`src/rtl/intersection_scheduler.sv`:
```
`default_nettype none
// ============================================================================
// Module   : intersection_scheduler
// Purpose  : Two-approach right-of-way scheduler. Sequences green, yellow,
//            walk and all-red phases, alternating ownership round-robin, with
//            phase lengths counted in ticks from the external blinker.
// Revision : 1.0  initial release
// ============================================================================
module intersection_scheduler #(
    parameter int C_MIN_GREEN = 50,
    parameter int C_MAX_GREEN = 200,
    parameter int C_YELLOW    = 20,
    parameter int C_ALLRED    = 10,
    parameter int C_WALK      = 100
) (
    input  logic       clk,
    input  logic       rstb,
    input  logic       blink,
    input  logic       inTrafficA,
    input  logic       inTrafficB,
    input  logic       inPedA,
    input  logic       inPedB,
    input  logic       inHold,
    output logic [1:0] outLightA,
    output logic [1:0] outLightB,
    output logic [1:0] outPedLatch,
    output logic       outOwner
);

    // State codes are chosen equal to the light codes so the owner light is a
    // direct copy of the state register.
    localparam logic [1:0] c_ST_ALLRED = 2'b00;
    localparam logic [1:0] c_ST_GREEN  = 2'b01;
    localparam logic [1:0] c_ST_YELLOW = 2'b10;
    localparam logic [1:0] c_ST_WALK   = 2'b11;

    localparam logic [7:0] c_MIN_GREEN = 8'(C_MIN_GREEN);
    localparam logic [7:0] c_MAX_GREEN = 8'(C_MAX_GREEN);
    localparam logic [7:0] c_YELLOW    = 8'(C_YELLOW);
    localparam logic [7:0] c_ALLRED    = 8'(C_ALLRED);
    localparam logic [7:0] c_WALK      = 8'(C_WALK);

    logic [5:0] w_asyncIn;
    logic [5:0] r_sync1;
    logic [5:0] r_sync2;
    logic       w_blinkS;
    logic       w_trafficAS;
    logic       w_trafficBS;
    logic       w_pedAS;
    logic       w_pedBS;
    logic       w_holdS;

    logic       r_blinkPrev;
    logic       w_tick;

    logic [1:0] r_state;
    logic [1:0] w_nextState;
    logic       r_owner;
    logic       w_nextOwner;
    logic [7:0] r_timer;
    logic [1:0] r_pedLatch;

    logic       w_demandA;
    logic       w_demandB;
    logic       w_demandOwn;
    logic       w_demandOther;
    logic       w_grantOwner;
    logic       w_grantPed;

    assign w_asyncIn = {inHold, inPedB, inPedA, inTrafficB, inTrafficA, blink};

    always_ff @(posedge clk or negedge rstb) begin
        if (!rstb) begin
            r_sync1 <= '0;
            r_sync2 <= '0;
        end else begin
            r_sync1 <= w_asyncIn;
            r_sync2 <= r_sync1;
        end
    end

    assign w_blinkS    = r_sync2[0];
    assign w_trafficAS = r_sync2[1];
    assign w_trafficBS = r_sync2[2];
    assign w_pedAS     = r_sync2[3];
    assign w_pedBS     = r_sync2[4];
    assign w_holdS     = r_sync2[5];

    // Edge detect on the synchronised blink: one tick per rise regardless of high time.
    always_ff @(posedge clk or negedge rstb) begin
        if (!rstb) begin
            r_blinkPrev <= 1'b0;
        end else begin
            r_blinkPrev <= w_blinkS;
        end
    end

    assign w_tick = w_blinkS & ~r_blinkPrev;

    assign w_demandA     = w_trafficAS | r_pedLatch[0];
    assign w_demandB     = w_trafficBS | r_pedLatch[1];
    assign w_demandOwn   = r_owner ? w_demandB : w_demandA;
    assign w_demandOther = r_owner ? w_demandA : w_demandB;

    // Hand over unless the owner alone still wants the crossing.
    assign w_grantOwner = (w_demandOther | ~w_demandOwn) ? ~r_owner : r_owner;
    assign w_grantPed   = w_grantOwner ? r_pedLatch[1] : r_pedLatch[0];

    always_ff @(posedge clk or negedge rstb) begin
        if (!rstb) begin
            r_state <= c_ST_ALLRED;
            r_owner <= 1'b1;
        end else begin
            r_state <= w_nextState;
            r_owner <= w_nextOwner;
        end
    end

    always_comb begin
        w_nextState = r_state;
        w_nextOwner = r_owner;
        case (r_state)
            c_ST_ALLRED: begin
                if ((r_timer >= c_ALLRED) && !w_holdS) begin
                    w_nextOwner = w_grantOwner;
                    w_nextState = w_grantPed ? c_ST_WALK : c_ST_GREEN;
                end
            end
            c_ST_GREEN: begin
                if ((r_timer >= c_MAX_GREEN) ||
                    ((r_timer >= c_MIN_GREEN) && w_demandOther)) begin
                    w_nextState = c_ST_YELLOW;
                end
            end
            c_ST_YELLOW: begin
                if (r_timer >= c_YELLOW) begin
                    w_nextState = c_ST_ALLRED;
                end
            end
            c_ST_WALK: begin
                if (r_timer >= c_WALK) begin
                    w_nextState = c_ST_ALLRED;
                end
            end
            default: begin
                w_nextState = c_ST_ALLRED;
            end
        endcase
    end

    always_ff @(posedge clk or negedge rstb) begin
        if (!rstb) begin
            r_timer <= 8'd0;
        end else if (w_nextState != r_state) begin
            r_timer <= 8'd0;
        end else if (w_tick && (r_timer != 8'hFF)) begin
            r_timer <= r_timer + 8'd1;
        end
    end

    // Walk service for an approach clears its latch and outranks a new press.
    always_ff @(posedge clk or negedge rstb) begin
        if (!rstb) begin
            r_pedLatch <= 2'b00;
        end else begin
            r_pedLatch[0] <= ((r_state == c_ST_WALK) && !r_owner) ? 1'b0
                                                                  : (r_pedLatch[0] | w_pedAS);
            r_pedLatch[1] <= ((r_state == c_ST_WALK) && r_owner)  ? 1'b0
                                                                  : (r_pedLatch[1] | w_pedBS);
        end
    end

    always_comb begin
        outLightA   = 2'b00;
        outLightB   = 2'b00;
        if (r_owner) begin
            outLightB = r_state;
        end else begin
            outLightA = r_state;
        end
        outPedLatch = r_pedLatch;
        outOwner    = r_owner;
    end

endmodule
`default_nettype wire

```
`config.mk`:
```
export PLATFORM = sky130hd
export DESIGN_NAME = intersection_scheduler
export DESIGN_NICKNAME = d
export VERILOG_FILES = /design/src/rtl/intersection_scheduler.sv
export SDC_FILE = /design/constraint.sdc
export NUM_CORES = 1
export LEC_CHECK = 0
export CAP_MARGIN = 20
export CORE_ASPECT_RATIO = 1.2
export CORE_UTILIZATION = 45
export CTS_BUF_LIST = sky130_fd_sc_hd__clkbuf_8
export DETAILED_ROUTE_END_ITERATION = 16
export HOLD_SLACK_MARGIN = 0.05
export PLACE_DENSITY = 0.66
export SLEW_MARGIN = 40
export SYNTH_ARGS = -nofsm -noshare
export SYNTH_HDL_FRONTEND = slang
export SYNTH_SLANG_ARGS = --single-unit
```
`constraint.sdc`:
```
create_clock -name clk -period 2.45 [get_ports clk]
set_input_delay 0.49 -clock clk [delete_from_list [all_inputs] [get_ports clk]]
set_output_delay 0.49 -clock clk [all_outputs]
set_load 0.02 [all_outputs]
```
==> impl_metrics.tcl <==
set metrics [dict create \
    vias 890 \
    grt_first_pass_wirelength_um 4040 \
    cts_tree "built" \
    ios 15 \
    clk_pin_slew_ps 90 \
    cp_slowest_cell "dfstp_2" \
    n_antenna_cell 0 \
    cts_max_path_buffers 2 \
    setup.worst_path.start_class "flop" \
    grt_pass1_vias 851 \
    cap_violations 0 \
    synth-edff-count 0 \
    cts_buffers 3 \
    synthArstFlopShare_pct 100 \
    yosys_warnings 0 \
    first_pass_iters 4 \
    syn_avg_cell_area_um2 11.3 \
    p_int_mw 0.977 \
    p_clk_share_pct 23.5 \
    post_cts_buffers 0 \
    r2r_start "outOwner" \
    slew_headroom_pct 65.8 \
    die_x_um 50.6 \
    final_util_pct 57.4 \
    dp_hpwl_um 1610 \
    min_period_ps 2150 \
    syn-num-nets 124 \
    status "finished, final reports clean" \
    final_max_slew_viol_count 0 \
    p_switching_mw 0.527 \
    drtIter0Drc 22 \
    path_class "flop to primary output" \
    crit_chain "and2_1 -> clkdlybuf4s50_1" \
    holdBufCountCts 0 \
    crit_path_max_incr_delay_ps 630 \
    vias_per_cell 5.63 \
    power_density_nw_per_um2 1010 \
    fill_cells 232 \
    start_util_pct 48.9 \
    post_drt_wl_per_cell_um 14.5 \
    drc_errors 0 \
    antenna_left 0 \
    clkSinkCount 26 \
    die_area_um2 3050 \
    setup_viol 0 \
    cp-end-kind "primary output" \
    pwr-share-comb_pct 31.9 \
    h-tree-depth 1 \
    wl_um 2300 \
    ys_types 43 \
    hp-class "flop to flop" \
    antenna_found_initial 0 \
    rows 20 \
    netSwitchingFraction_pct 35.1 \
    final_hold_viol_count 0 \
    gp_congestion 0.782 \
    finalCritPeriodShare_pct 87.9 \
    syn_area_um2 1270 \
    required_ps 1960 \
    finalSetupTns_ps 0 \
    cts_resized 0 \
    chipHeight_um 60.3 \
    worst_pin_slew_ps 512 \
    clock-root-buffer "clkbuf_8" \
    fin_skew_ps 3.27 \
    clock_latency_ps 270 \
    cp_max_fo 11 \
    worst_ep_arrival_time_ps 1660 \
    synthToLayoutAreaGrowth_pct 17.3 \
    ir_drop_v 0.000516 \
    final_cell_mix "25 x dfrtp_1, 14 x clkdlybuf4s50_1, 8 x nor3_2" \
    ys_seq_area_share_pct 51.2 \
    grt_overflow 0 \
    final_nets 137 \
    synthFlopType "dfrtp_1" \
    pwr-share-seq_pct 44.6 \
    grt_max_degree 27 \
    rsz0062_at_grt "no" \
    final_common_cell "dfrtp_1" \
    synth_cells 113 \
    drive_gt1_share_pct 16.0 \
    leakage_nw 0.634 \
    fmax_ghz 0.464 \
    crit_path_start "outOwner" \
    min_from "r_sync1[3]" \
    ys_ff_latch 26 \
    numPortBuffers 14 \
    core_um2 2600 \
    grt.total_usage_pct 18.1 \
]
## stage by stage
step	worst slack [ps]	cell area [um2]	hold slack (ps)	total power, mW	std cells
detailed placement	587	1420	335	1.16	154
floorplan	688	1270	194	0.981	113
finish	297	1490	354	1.50	158
CTS	275	1490	357	1.52	158
global route	220	1490	364	1.61	158
global placement	603	1420	334	1.14	154
## worst max-delay path: cells and delay by family (launching register included)
kind          cells  cell delay [ps]
simple gates      1              170
buf+inv           1              600
flops             1              630
## flip-flops by register name, indices dropped and copies added (netlist names)
register,cells
r_timer,8
r_sync1,6
r_sync2,6
outPedLatch,2
r_state,2
outOwner,1
r_blinkPrev,1
## cells in the mapped netlist (2+ instances only)
library cell | instances | share of area, %
mux2i_1 | 3 | 2.4
nor2b_1 | 2 | 0.98
and2_1 | 2 | 0.98
a31o_2 | 3 | 2.1
nor3_1 | 4 | 1.6
a21oi_1 | 3 | 1.2
nand4_1 | 2 | 0.98
o21ai_0 | 5 | 2.0
buf_2 | 5 | 2.0
o31a_1 | 2 | 1.4
ha_1 | 3 | 2.9
nor3_2 | 8 | 6.3
inv_1 | 6 | 1.8
a31oi_1 | 3 | 1.5
nand2_1 | 3 | 0.88
dfrtp_1 | 25 | 49
nand3_1 | 2 | 0.79
nor2_1 | 5 | 1.5
o211ai_1 | 3 | 1.8
## power by group through the flow
stage | Clock [mW] | Combinational, mW | Sequential, mW
2_1_floorplan | 0 | 0.360 | 0.621
3_3_place_gp | 0 | 0.473 | 0.668
3_5_place_dp | 0 | 0.485 | 0.677
4_1_cts | 0.368 | 0.486 | 0.668
5_1_grt | 0.384 | 0.531 | 0.693
6_report | 0.354 | 0.479 | 0.671
## final cells by class
class	count	area, um2	area share (%)
sequential	26	652	43.6
multi-input combinational	74	559	37.4
timing repair buffer	15	148	9.88
clock buffer	3	41.3	2.76
tap	33	41.3	2.76
clock inverter	1	30.0	2.01
inverter	6	22.5	1.51
## cells by family (layout without fill, tap and decap cells)
group | after synthesis | after routing | share of synthesized area [%]
AO/OA/AOI/OAI | 29 | 29 | 17.2
XOR/XNOR | 2 | 2 | 1.38
adder cells (fa/ha/maj) | 3 | 3 | 2.95
buffers and inverters | 13 | 25 | 4.91
flip-flops | 26 | 26 | 51.2
multiplexers | 3 | 3 | 2.36
AND/OR/NAND/NOR | 37 | 37 | 20.0
## per-layer routing
layer | vias up | global-route usage (%) | part of all wire (%)
met3 | 2 | 3.05 | 2.2
met4 | 0 | 9.52 | 0.83
met5 | - | 0 | 0
li1 | 433 | - | -
met2 | 16 | 29.7 | 50
met1 | 439 | 23.0 | 47
## worst paths after layout
kind	endpoint	slack [ps]	depth (start not counted)
max	outLightB[0]	300	2
min	r_sync2[3]	350	0
max reg2reg	r_state[1]	600	4
min reg2reg	r_sync2[3]	350	0
max in group asynchronous	outOwner	1590	2
min in group asynchronous	outPedLatch[1]	570	2
Power figures use the tool's default switching activity.
